`src/rtl/mult_div_unit.sv`:
```
`default_nettype none
// ============================================================================
//  Module   : mult_div_unit
//  Purpose  : Iterative signed 32x32 multiplier / 32/32 divider producing the
//             HI/LO special-register pair. Operands are converted to
//             magnitudes when the operation is accepted. The core then runs
//             32 unsigned shift-add or restoring shift-subtract steps. One
//             final FIX cycle applies the sign rules.
//             Latency is a fixed 33 edges from the accepting edge to done.
//
//  Ports    : CLK          - clock, rising-edge active
//             RESET        - synchronous active-high reset
//             start        - request a new operation (ignored while busy)
//             ALU_control  - 4'b1011 signed mult, 4'b1101 signed div
//             A            - multiplicand / dividend
//             B            - multiplier / divisor
//             Hi           - product[63:32] / remainder
//             Lo           - product[31:0]  / quotient
//             busy         - operation in progress
//             done         - one-cycle strobe, Hi/Lo valid (HI/LO write enable)
//
//  Revision : 1.0 - initial release
// ============================================================================
module mult_div_unit (
  input  logic        CLK,
  input  logic        RESET,
  input  logic        start,
  input  logic [3:0]  ALU_control,
  input  logic [31:0] A,
  input  logic [31:0] B,
  output logic [31:0] Hi,
  output logic [31:0] Lo,
  output logic        busy,
  output logic        done
);

  localparam logic [3:0] OP_MULT   = 4'b1011;
  localparam logic [3:0] OP_DIV    = 4'b1101;
  localparam logic [5:0] LAST_ITER = 6'd31;

  localparam logic [1:0] S_IDLE = 2'd0;
  localparam logic [1:0] S_MULT = 2'd1;
  localparam logic [1:0] S_DIV  = 2'd2;
  localparam logic [1:0] S_FIX  = 2'd3;

  // --------------------------------------------------------------------------
  // State and datapath registers
  // --------------------------------------------------------------------------
  logic [1:0]  state_q,  state_d;
  logic [5:0]  cnt_q,    cnt_d;
  logic [31:0] opa_q,    opa_d;     // multiplicand (mult) or divisor (div) magnitude
  logic [63:0] acc_q,    acc_d;     // mult: {partial, multiplier}; div: {rem, quot}
  logic        sign_a_q, sign_a_d;
  logic        sign_b_q, sign_b_d;
  logic        is_div_q, is_div_d;
  logic        b_zero_q, b_zero_d;
  logic [31:0] hi_q,     hi_d;
  logic [31:0] lo_q,     lo_d;
  logic        busy_q,   busy_d;
  logic        done_q,   done_d;

  // --------------------------------------------------------------------------
  // Combinational helpers
  // --------------------------------------------------------------------------
  logic        w_go_mult;
  logic        w_go_div;
  logic [31:0] w_a_mag;
  logic [31:0] w_b_mag;
  logic [32:0] w_mul_sum;
  logic [63:0] w_mul_acc;
  logic [32:0] w_div_diff;
  logic [63:0] w_div_acc;
  logic [63:0] w_prod_neg;
  logic [31:0] w_quot_neg;
  logic [31:0] w_rem_neg;

  assign w_go_mult = start && (ALU_control == OP_MULT);
  assign w_go_div  = start && (ALU_control == OP_DIV);

  // 0x80000000 negates to itself, which read as unsigned is exactly 2^31.
  assign w_a_mag = A[31] ? (~A + 32'd1) : A;
  assign w_b_mag = B[31] ? (~B + 32'd1) : B;

  // Shift-add step: conditionally add the multiplicand into the upper half,
  // then shift the whole accumulator right, keeping the carry.
  assign w_mul_sum = {1'b0, acc_q[63:32]} + (acc_q[0] ? {1'b0, opa_q} : 33'd0);
  assign w_mul_acc = {w_mul_sum, acc_q[31:1]};

  // Restoring step on the left-shifted {rem, quot}. The running remainder is
  // always below 2^31 before the shift (it is smaller than a divisor of at
  // most 2^31, or holds fewer than 32 dividend bits when dividing by zero),
  // so acc_q[62:31] is the exact shifted remainder.
  assign w_div_diff = {1'b0, acc_q[62:31]} - {1'b0, opa_q};
  assign w_div_acc  = w_div_diff[32] ? {acc_q[62:0], 1'b0}
                                     : {w_div_diff[31:0], acc_q[30:0], 1'b1};

  assign w_prod_neg = ~acc_q + 64'd1;
  assign w_quot_neg = ~acc_q[31:0] + 32'd1;
  assign w_rem_neg  = ~acc_q[63:32] + 32'd1;

  // --------------------------------------------------------------------------
  // State register and all datapath registers
  // --------------------------------------------------------------------------
  always_ff @(posedge CLK) begin
    if (RESET) begin
      state_q  <= S_IDLE;
      cnt_q    <= 6'd0;
      opa_q    <= 32'd0;
      acc_q    <= 64'd0;
      sign_a_q <= 1'b0;
      sign_b_q <= 1'b0;
      is_div_q <= 1'b0;
      b_zero_q <= 1'b0;
      hi_q     <= 32'd0;
      lo_q     <= 32'd0;
      busy_q   <= 1'b0;
      done_q   <= 1'b0;
    end else begin
      state_q  <= state_d;
      cnt_q    <= cnt_d;
      opa_q    <= opa_d;
      acc_q    <= acc_d;
      sign_a_q <= sign_a_d;
      sign_b_q <= sign_b_d;
      is_div_q <= is_div_d;
      b_zero_q <= b_zero_d;
      hi_q     <= hi_d;
      lo_q     <= lo_d;
      busy_q   <= busy_d;
      done_q   <= done_d;
    end
  end

  // --------------------------------------------------------------------------
  // Next-state logic
  // --------------------------------------------------------------------------
  always_comb begin
    state_d = state_q;
    case (state_q)
      S_IDLE: begin
        if (w_go_mult) begin
          state_d = S_MULT;
        end else if (w_go_div) begin
          state_d = S_DIV;
        end
      end
      S_MULT, S_DIV: begin
        if (cnt_q == LAST_ITER) begin
          state_d = S_FIX;
        end
      end
      S_FIX:   state_d = S_IDLE;
      default: state_d = S_IDLE;
    endcase
  end

  // --------------------------------------------------------------------------
  // Output / datapath next-value logic
  // --------------------------------------------------------------------------
  always_comb begin
    cnt_d    = cnt_q;
    opa_d    = opa_q;
    acc_d    = acc_q;
    sign_a_d = sign_a_q;
    sign_b_d = sign_b_q;
    is_div_d = is_div_q;
    b_zero_d = b_zero_q;
    hi_d     = hi_q;
    lo_d     = lo_q;
    busy_d   = busy_q;
    done_d   = 1'b0;

    case (state_q)
      S_IDLE: begin
        if (w_go_mult || w_go_div) begin
          cnt_d    = 6'd0;
          sign_a_d = A[31];
          sign_b_d = B[31];
          is_div_d = w_go_div;
          b_zero_d = (B == 32'd0);
          busy_d   = 1'b1;
          // The operand that is consumed bit-serially sits in the low half
          // of the accumulator; the other one stays parallel in opa.
          if (w_go_div) begin
            opa_d = w_b_mag;
            acc_d = {32'd0, w_a_mag};
          end else begin
            opa_d = w_a_mag;
            acc_d = {32'd0, w_b_mag};
          end
        end
      end
      S_MULT: begin
        acc_d = w_mul_acc;
        cnt_d = cnt_q + 6'd1;
      end
      S_DIV: begin
        acc_d = w_div_acc;
        cnt_d = cnt_q + 6'd1;
      end
      S_FIX: begin
        busy_d = 1'b0;
        done_d = 1'b1;
        if (is_div_q) begin
          // Dividing by zero leaves rem = |A|, so the dividend-sign rule
          // hands back A itself; only the quotient needs forcing.
          lo_d = b_zero_q ? 32'hFFFF_FFFF
                          : ((sign_a_q ^ sign_b_q) ? w_quot_neg : acc_q[31:0]);
          hi_d = sign_a_q ? w_rem_neg : acc_q[63:32];
        end else begin
          {hi_d, lo_d} = (sign_a_q ^ sign_b_q) ? w_prod_neg : acc_q;
        end
      end
      default: begin
        busy_d = 1'b0;
      end
    endcase
  end

  assign Hi   = hi_q;
  assign Lo   = lo_q;
  assign busy = busy_q;
  assign done = done_q;

endmodule
`default_nettype wire
```
`config.mk`:
```
export PLATFORM = sky130hd
export DESIGN_NAME = mult_div_unit
export DESIGN_NICKNAME = d
export VERILOG_FILES = /design/src/rtl/mult_div_unit.sv
export SDC_FILE = /design/constraint.sdc
export NUM_CORES = 1
export LEC_CHECK = 0
export ABC_AREA = 1
export CORE_ASPECT_RATIO = 0.9
export CORE_MARGIN = 2
export CORE_UTILIZATION = 35
export DETAILED_ROUTE_END_ITERATION = 10
export GPL_TIMING_DRIVEN = 0
export HOLD_SLACK_MARGIN = 0.08
export RECOVER_POWER = 100
export SLEW_MARGIN = 30
export SYNTH_ARGS = -nofsm -noshare
export SYNTH_HDL_FRONTEND = slang
export SYNTH_SLANG_ARGS = --single-unit
```
`constraint.sdc`:
```
create_clock -name CLK -period 3.5 [get_ports CLK]
set_input_delay 0.525 -clock CLK [delete_from_list [all_inputs] [get_ports CLK]]
set_output_delay 0.525 -clock CLK [all_outputs]
set_load 0.005 [all_outputs]
```
After elaboration in Yosys (flattened, before gate mapping)
Index checks and enable logic that the tools add are counted.
- reduce and logical (&&, ||, !) cells: 14
- bitwise logic cells: 6
- equality and inequality tests: 9
- multiplexer cells: 23
- add/sub/neg operators: 8
- operator list (kind ; number):
    $mux 32 ; 10
    $mux 64 ; 3
    $pmux 64 s3 ; 1
    $add 32x1->32 const B ; 4
    $not 32->32 ; 4
    $add 64x1->64 const B ; 1
    $not 64->64 ; 1
    $add 32x32->33 ; 1
    $sub 32x32->33 ; 1
    $logic_not 32->1 ; 1
    $pmux 6 s2 ; 1
    $reduce_and 2->1 ; 5
    $eq 4x4->1 const B ; 2
    $add 6x1->6 const B ; 1
    $eq 6x5->1 const B ; 1
    $mux 2 ; 3
    $mux 6 ; 1
    $pmux 2 s3 ; 1
    $eq 2x2->1 const B ; 2
    $reduce_bool 2->1 ; 2
    $ne 3x3->1 const B ; 1
    $reduce_bool 3->1 ; 1
    $eq 2x1->1 const B ; 1
    $logic_and 1x1->1 ; 2
    8 further kinds ; 9
- output and inout port bits: 66
- register bits after elaboration: 174

Logic depth before layout (Yosys ltp)
Gate-level depths: netlist of the first run.
- depth in word-level cells: 6
- depth in mapped cells: 20
- gate-level depth less buffers: 18

Worst setup path after synthesis of the first run
Ideal clock, no wire load.
- path type: register to register
- start point: reg acc_q[0]
- end point: reg acc_q[61]
- setup time: 0.132 ns
- cell stages (with the launch flop): 20
- clock period less this slack: 2.499 ns
- arrival time: 2.367 ns
- required time: 3.368 ns
- setup slack: 1.001 ns
- buffers on the path: 2
- path through: dfxtp_1 -> buf_2 -> clkbuf_1 -> nand2_1 -> inv_1 -> ha_1 -> inv_1 -> fa_1 -> o21ai_1 -> nand2_1 -> nand2_1 -> nand2_1 -> nand2_1 -> nand2_1 -> nand2_1 -> nand2_1 -> nand3_1 -> nand2_1 -> nand2_1 -> a21oi_1
- cells in the longest elaborated chain, start to end: 3
- RTL lines (what ; RTL line ; text):
    from (decl) ; 52 ; logic [63:0] acc_q, acc_d;
    from (signal assigned) ; 109 ; acc_q <= 64'd0;
    from (signal assigned) ; 122 ; acc_q <= acc_d;
    $mux 32 ; 86 ; assign w_mul_sum = {1'b0, acc_q[63:32]} + (acc_q[0] ? {1'b0, opa_q} : 33'd0);
    $add 32x32->33 ; 86 ;
    $pmux 64 s3 ; 173 ; case (state_q)
No other way between the ends.
A chain may end at the register's enable or synchronous reset.

Final worst setup path of the first run
- start point: reg acc_q[32]
- end point: reg acc_q[63]
- cells in the longest elaborated chain, start to end: 3
- elaborated cells on any way between the ends: 4
- classes of those cells: add/sub (2); mux (2)
- RTL lines (what ; RTL line ; text):
    $sub 32x32->33 ; 93 ; assign w_div_diff = {1'b0, acc_q[62:31]} - {1'b0, opa_q};
    $mux 64 ; 94 ; assign w_div_acc = w_div_diff[32] ? {acc_q[62:0], 1'b0}
    $pmux 64 s3 (*) ; 173 ;
Every way passes the cells marked *; elsewhere a longest branch is shown, timed or not.

==> impl_metrics.env, run 1 <==
export IMPL_final_cell_count_no_fill=4183
export IMPL_grt_pass1_vias=19600
export IMPL_grtUsageMet1_pct=43.6
export IMPL_die_y_um=220
export IMPL_start_kind="flip-flop"
export IMPL_worst_slew_pin_slew_ps=943
export IMPL_antenna_left=0
export IMPL_status="finished, final reports clean"
export IMPL_drive_gt1_share_pct=2.69
export IMPL_fin_ws_ps=149
export IMPL_yosysWarnings=0
export IMPL_core_area_mm2=0.0514
export IMPL_clock_fmax_mhz=298
export IMPL_leakage_nw=11.1
export IMPL_slew_headroom_pct=36.5
export IMPL_synth_edf_count=0
export IMPL_syn_inst=3330
export IMPL_cts_buffers=17
export IMPL_cts_tree="yes"
export IMPL_power_density_mw_per_mm2=652
export IMPL_wirelength_um=79900
export IMPL_syn_num_nets=3477
export IMPL_synthFlopType="dfxtp_1"
export IMPL_cts_sinks=174
export IMPL_start_util_pct=35.3
export IMPL_critical_path_required_ps=3900
export IMPL_setup_violations=0
export IMPL_max_stage_delay_ps=640
export IMPL_clkTransAtPathRegs_ps=80
export IMPL_ys_seq_area_share_pct=19.2
export IMPL_timing_hold_worst_class="flip-flop to flip-flop"
export IMPL_finalMaxSlewViolations=0
export IMPL_clockRootBuffer="clkbuf_16"
export IMPL_fin_crit_sh_pct=95.7
export IMPL_io_pins=137
export IMPL_rsz0062_at_grt="no"
export IMPL_cp_end_kind="flip-flop"
export IMPL_synth_area_mm2=0.0181
export IMPL_max_cap_viol_count=0
export IMPL_syn_to_final_growth_pct=14.9
export IMPL_ir_worst_vdd_uv=474
export IMPL_drc_errors=0
export IMPL_wl_per_cell_um=19.1
export IMPL_cp_common_cell="nand2_1"
export IMPL_nets=3629
export IMPL_path_cells="inv_1, fa_1, inv_1, nand3_1, nand3_1, nand2_1, nand2_1, nand2_2, nand2_2, nand2_4, nand2_8, nand2_2, buf_6, nand2_1, nand2_1, nand2_1, nand2_1, a21oi_1"
export IMPL_critical_path_arrival_ps=3750
export IMPL_crit_path_start="acc_q[32]$_SDFFE_PP0P_"
export IMPL_synthDistinctLibCells=54
export IMPL_num_rows=79
export IMPL_portBuffers=134
export IMPL_criticalPathCategory="flip-flop to flip-flop"
export IMPL_dr_pass1_iters=6
export IMPL_cts_htree_levels=4
export IMPL_antenna_found_initial=0
export IMPL_via_per_inst=5.23
export IMPL_fin_util_pct=40.5
export IMPL_grt_overflow=0
export IMPL_hold_start="sign_b_q$_SDFFE_PP0P_"
export IMPL_finClkSkew_ps=17.2
export IMPL_antenna_cells=0
export IMPL_place_ws_ps=-68.7
export IMPL_die_x_um=244
export IMPL_grt_max_degree=19
export IMPL_dp_cells=4152
export IMPL_cts_hold_buf=0
export IMPL_met3_usage_pct=3.69
export IMPL_dieArea_mm2=0.0536
export IMPL_grt_pass1_wl_um=119000
export IMPL_r2r_start="acc_q[32]$_SDFFE_PP0P_"
export IMPL_grt_use_met2_pct=43.5
export IMPL_hpwl_um=66100
export IMPL_syn_area_per_cell_um2=5.44
export IMPL_ys_seq_elements=174
export IMPL_place_gp_congestion=1.03
export IMPL_finalHoldViolations=0
export IMPL_cp_slowest_cell="dfxtp_1"
export IMPL_dpl_instance_area_mm2=0.0203
export IMPL_synthArstFlopShare_pct=0
export IMPL_grt_use_total_pct=29.3
export IMPL_cp_max_fo=10
export IMPL_postLayoutCellArea_mm2=0.0208
export IMPL_grt_busiest_layer="met1"
export IMPL_clockBufferDepth=2
export IMPL_final_min_clock_period_ps=3350
export IMPL_clock_latency_ps=480
export IMPL_drt_iter0_drc=2465
export IMPL_vias=21900
-- flip-flops by register name (all words and copies together) (netlist names) --
name	count
sign_a_q	1
sign_b_q	1
is_div_q	1
acc_q	64
opa_q	32
Lo	32
b_zero_q	1
state_q	2
done	1
Hi	32
cnt_q	6
busy	1
-- logic make-up (layout without fill, tap and decap cells) --
kind of cell | Yosys count | in the layout | synth area share [%]
adder cells (fa/ha/maj) | 76 | 76 | 5.33
XOR/XNOR | 80 | 80 | 3.87
AND/OR/NAND/NOR | 1839 | 1839 | 42.3
buffers and inverters | 664 | 829 | 14.1
flip-flops | 174 | 174 | 19.2
AO/OA/AOI/OAI | 497 | 497 | 15.1
-- per-layer routing --
metal  up-vias  part of all wire (%)
li1      10900                     -
met1      9882                    47
met2      1017                    41
met3        97                   9.2
met4         0                   2.7
met5         -                     0
-- per-stage QoR --
| stage | setup TNS [ps] | power (mW) | hold WS [ps] |
|---|---|---|---|
| 2_1_floorplan | 0 | 8.54 | 444 |
| 3_3_place_gp | -44.0 | 11.5 | 462 |
| 3_5_place_dp | -108 | 11.5 | 470 |
| 4_1_cts | 0 | 13.5 | 482 |
| 5_1_grt | 0 | 14.5 | 507 |
| 6_report | 0 | 13.6 | 484 |
-- synthesized netlist by cell type, types with 3 or more instances --
| cell | instances | area (um2) |
|---|---|---|
| buf_2 | 21 | 105 |
| a21o_1 | 5 | 37.5 |
| clkbuf_1 | 80 | 300 |
| inv_1 | 532 | 2000 |
| buf_4 | 3 | 22.5 |
| ha_1 | 74 | 926 |
| nor2_1 | 338 | 1270 |
| o221ai_1 | 13 | 114 |
| a21oi_2 | 3 | 26.3 |
| o21a_1 | 5 | 37.5 |
| inv_2 | 8 | 30.0 |
| nand3_1 | 277 | 1390 |
| nand3_2 | 4 | 40.0 |
| o21ai_0 | 181 | 906 |
| xor2_1 | 62 | 543 |
| nor2_4 | 4 | 45.0 |
| nand3b_1 | 6 | 45.0 |
| o211ai_1 | 16 | 120 |
| o21bai_1 | 4 | 30.0 |
| buf_1 | 12 | 45.0 |
| and3_1 | 3 | 18.8 |
| o22ai_1 | 23 | 144 |
| dfxtp_1 | 174 | 3480 |
| nor4_1 | 5 | 31.3 |
| or2_2 | 9 | 56.3 |
| nand2_1 | 1069 | 4010 |
| a31oi_1 | 14 | 87.6 |
| a22oi_1 | 4 | 30.0 |
| clkinv_1 | 4 | 15.0 |
| xnor2_1 | 18 | 158 |
| nand4_1 | 49 | 307 |
| nor2_2 | 8 | 50.1 |
| o31ai_1 | 5 | 37.5 |
| and2_1 | 3 | 18.8 |
| nor3_1 | 43 | 215 |
| o21ai_1 | 24 | 120 |
| nand2_2 | 14 | 87.6 |
| a21oi_1 | 191 | 956 |
| buf_6 | 4 | 45.0 |
-- repair_timing --
action,4_1_cts,5_1_grt
setup buffers,0,0
endpoints found under the setup margin,4,1
gates resized for setup,0,1
hold endpoints to repair,0,0
-- critical path, delay by kind of cell, from the launching register on --
| kind | cells | cell delay, ps |
|---|---|---|
| adders and majority gates | 1 | 470 |
| DFF | 1 | 640 |
| and+or+nand+nor | 13 | 1310 |
| buffers and inverters | 3 | 700 |
| AOI/OAI and AO/OA | 1 | 160 |
-- final cells by class --
class / instances / area (um2)
fill: 5886 / 30600
clock buffer: 18 / 429
buffer: 119 / 490
sequential: 174 / 3480
clock inverter: 14 / 166
multi-input combinational: 2492 / 12000
tap: 688 / 861
timing repair buffer: 134 / 1340
inverter: 544 / 2040
-- final timing paths --
path / to / slack, ps / cells after the start
worst max-delay path: acc_q[63]$_SDFFE_PP0P_ / 150 / 18
worst min register to register: sign_b_q$_SDFFE_PP0P_ / 480 / 2
worst max register to register: acc_q[63]$_SDFFE_PP0P_ / 150 / 18
worst min-delay path: sign_b_q$_SDFFE_PP0P_ / 480 / 2
-- power breakdown --
group          internal, mW  switching, mW  total (mW)
Clock                  1.02          0.991        2.01
Sequential             2.28          0.417        2.70
Combinational          2.64           6.24        8.88
-- placed cells by master, fill, tap and decap left out, drive strengths merged, types with 2 or more instances in the layout --
master	n
o221ai	13
dlygate4sd3	70
a211oi	2
and2	3
nand3	282
clkdlybuf4s50	64
o22ai	23
buf	27
o21a	5
clkbuf	110
xor2	62
or2	9
a31oi	14
nor3	45
xnor2	18
o21bai	4
clkinv	9
o211ai	16
o31ai	5
fa	2
nor4	5
nor2	350
a21o	5
ha	74
a22oi	4
nand2	1086
o21ai	207
nand4	49
inv	547
nand3b	6
dfxtp	174
and3	3
a21oi	195
Power figures use the tool's default switching activity.
==> inputs of run 2 (changes only) <==
--- a/config.mk
+++ b/config.mk
@@ -12,6 +12,7 @@
 export DETAILED_ROUTE_END_ITERATION = 10
 export GPL_TIMING_DRIVEN = 0
 export HOLD_SLACK_MARGIN = 0.08
+export PLACE_DENSITY = 0.61
 export RECOVER_POWER = 100
 export SLEW_MARGIN = 30
 export SYNTH_ARGS = -nofsm -noshare
==> constraint.sdc (replaced) <==
create_clock -name CLK -period 3.41 [get_ports CLK]
set_input_delay 0.5115 -clock CLK [delete_from_list [all_inputs] [get_ports CLK]]
set_output_delay 0.5115 -clock CLK [all_outputs]
set_load 0.005 [all_outputs]
==> run 2 against run 1 <==
Non-clock buffer count stayed put. Combinational power is 2.9% higher. Via count decreased by 0.18%. Clock skew barely moved. Clock power increased by 2%. Critical endpoint is now Lo[26]$_SDFFE_PP0P_. Largest power group unchanged.
==> impl_metrics.env, run 2 (synthesized netlist as in run 1, its figures left out) <==
export IMPL_slew_headroom_pct=27.1
export IMPL_max_stage_delay_ps=870
export IMPL_critical_path_arrival_ps=3650
export IMPL_finClkSkew_ps=17.6
export IMPL_largest_reg_flops=64
export IMPL_fillers=5907
export IMPL_clkTransAtPathRegs_ps=80
export IMPL_largest_register="acc_q"
export IMPL_reg2regPathDepth=12
export IMPL_layout_commonest_cell="nand2_1"
export IMPL_cts_setup_buffers=0
export IMPL_holdPathStages=2
export IMPL_cts_tree="yes"
export IMPL_max_cap_viol_count=0
export IMPL_place_gp_congestion=1.03
export IMPL_grt_pass1_vias=19300
export IMPL_cp_slowest_cell="o21ai_0"
export IMPL_dr_pass1_iters=6
export IMPL_nets=3629
export IMPL_cts_sinks=174
export IMPL_worst_slew_pin_slew_ps=1080
export IMPL_vias=21800
export IMPL_critical_path_required_ps=3780
export IMPL_drc_errors=0
export IMPL_path_cells="clkbuf_4, inv_1, ha_1, nand3_2, nor2_4, nand3_4, o21ai_0, o21ai_1, a21oi_1, o21ai_0, o211ai_1, inv_1"
export IMPL_clockBufferDepth=2
export IMPL_core_area_mm2=0.0514
export IMPL_start_kind="flip-flop"
export IMPL_antenna_left=0
export IMPL_hpwl_um=65800
export IMPL_reg2reg_to="Lo[26]$_SDFFE_PP0P_"
export IMPL_cp_end_kind="flip-flop"
export IMPL_final_cell_mix="nand2_1 (1,070), inv_1 (534), nor2_1 (341)"
export IMPL_leakage_nw=11.1
export IMPL_finalMaxSlewViolations=0
export IMPL_wirelength_um=79700
export IMPL_antenna_cells=0
export IMPL_rsz0062_at_grt="no"
export IMPL_final_min_clock_period_ps=3280
export IMPL_clock_latency_ps=470
export IMPL_fin_hold_ws_ps=481
export IMPL_clock_fmax_mhz=305
export IMPL_num_rows=79
export IMPL_grt_pass1_wl_um=118000
export IMPL_io_pins=137
export IMPL_grt_overflow=0
export IMPL_power_total_mw=14.0
export IMPL_via_per_inst=5.22
export IMPL_cts_buffers=17
export IMPL_clockRootBuffer="clkbuf_16"
export IMPL_hold_end="Lo[1]$_SDFFE_PP0P_"
export IMPL_timing_hold_worst_class="flip-flop to flip-flop"
export IMPL_wl_per_cell_um=19.0
export IMPL_cts_htree_levels=4
export IMPL_r2r_start="acc_q[0]$_SDFFE_PP0P_"
export IMPL_die_y_um=220
export IMPL_ir_worst_vdd_uv=415
export IMPL_dieArea_mm2=0.0536
export IMPL_cp_max_fo=18
export IMPL_grt_use_total_pct=29.1
export IMPL_power_density_mw_per_mm2=669
export IMPL_drive_gt1_share_pct=2.95
export IMPL_die_x_um=244
export IMPL_start_util_pct=35.3
export IMPL_grt_max_degree=19
export IMPL_antenna_found_initial=1
export IMPL_rrSetupSlack_ps=130
export IMPL_criticalPathCategory="flip-flop to flip-flop"
export IMPL_fin_crit_sh_pct=96.2
export IMPL_drt_iter0_drc=2329
export IMPL_status="finished, final reports clean"
export IMPL_portBuffers=134
export IMPL_hold_start="Lo[1]$_SDFFE_PP0P_"
export IMPL_setup_violations=0
export IMPL_finalHoldViolations=0
export IMPL_syn_to_final_growth_pct=15.1
run 2: cell types whose count changed in the layout (fill, tap and decap cells not counted), sizes merged:
cell and delta:
clkdlybuf4s50 +1, clkbuf +2, inv -1, dlygate4sd3 -1
buf -2, clkinv +2, clkinvlp -1
run 2: worst max path at each step:
stage / start / to / slack, ps / cells after the start
4_1_cts: acc_q[0]$_SDFFE_PP0P_ / acc_q[61]$_SDFFE_PP0P_ / 20 / 18
3_3_place_gp: acc_q[0]$_SDFFE_PP0P_ / acc_q[61]$_SDFFE_PP0P_ / -450 / 19
2_1_floorplan: acc_q[0]$_SDFFE_PP0P_ / acc_q[61]$_SDFFE_PP0P_ / 910 / 19
3_5_place_dp: acc_q[0]$_SDFFE_PP0P_ / acc_q[61]$_SDFFE_PP0P_ / -500 / 19
5_1_grt: acc_q[0]$_SDFFE_PP0P_ / Hi[18]$_SDFFE_PP0P_ / 30 / 12
6_report: acc_q[0]$_SDFFE_PP0P_ / Lo[26]$_SDFFE_PP0P_ / 130 / 12
run 2: final cells by class:
| type | instances | area (um2) | share of cell area (%) |
|---|---|---|---|
| Sequential cell | 174 | 3480 | 16.7 |
| Timing Repair Buffer | 134 | 1340 | 6.43 |
| Multi-Input combinational cell | 2492 | 12000 | 57.7 |
| Clock inverter | 14 | 170 | 0.815 |
| Buffer | 119 | 492 | 2.36 |
| Clock buffer | 18 | 429 | 2.06 |
| Inverter | 544 | 2040 | 9.79 |
| Tap cell | 688 | 861 | 4.13 |
run 2: what timing repair did:
item	CTS	global route
setup endpoints to repair	25	12
gates resized for setup	0	2
hold endpoints to repair	0	0
hold buffers	0	0
run 2: metrics by stage:
stage	std cells	setup TNS, ps	utilization, %	setup slack [ps]	area (um2)
after floorplan	3330	0	-	911	18100
after global routing	4183	0	40.6	28.7	20900
after CTS	4183	0	40.7	15.0	20900
final	4183	0	40.6	131	20900
after detailed placement	4152	-5920	39.5	-498	20300
after global placement	4152	-5340	39.5	-455	20300
run 2: power by group:
part	switching [mW]	internal, mW	leakage (nW)
logic	6.41	2.73	9.41
clock network	1.00	1.05	0.293
registers	0.422	2.34	1.41
total	7.83	6.12	11.1
run 2: layer usage:
metal  global-route usage (%)  share of wire [%]  up-vias
met4                     10.3                3.4        0
li1                         -                  -    10900
met2                     42.9                 41     1040
met1                     42.6                 47     9825
met5                        0                  0        -
met3                     4.27                8.9      101
run 2: worst max-delay path, delay by kind of cell (launching register included):
family	cells	cell delay [ps]
AO/OA/AOI/OAI	5	1530
adder cells (fa/ha/maj)	1	220
buffers and inverters	3	520
flip-flops	1	300
AND/OR/NAND/NOR	3	600
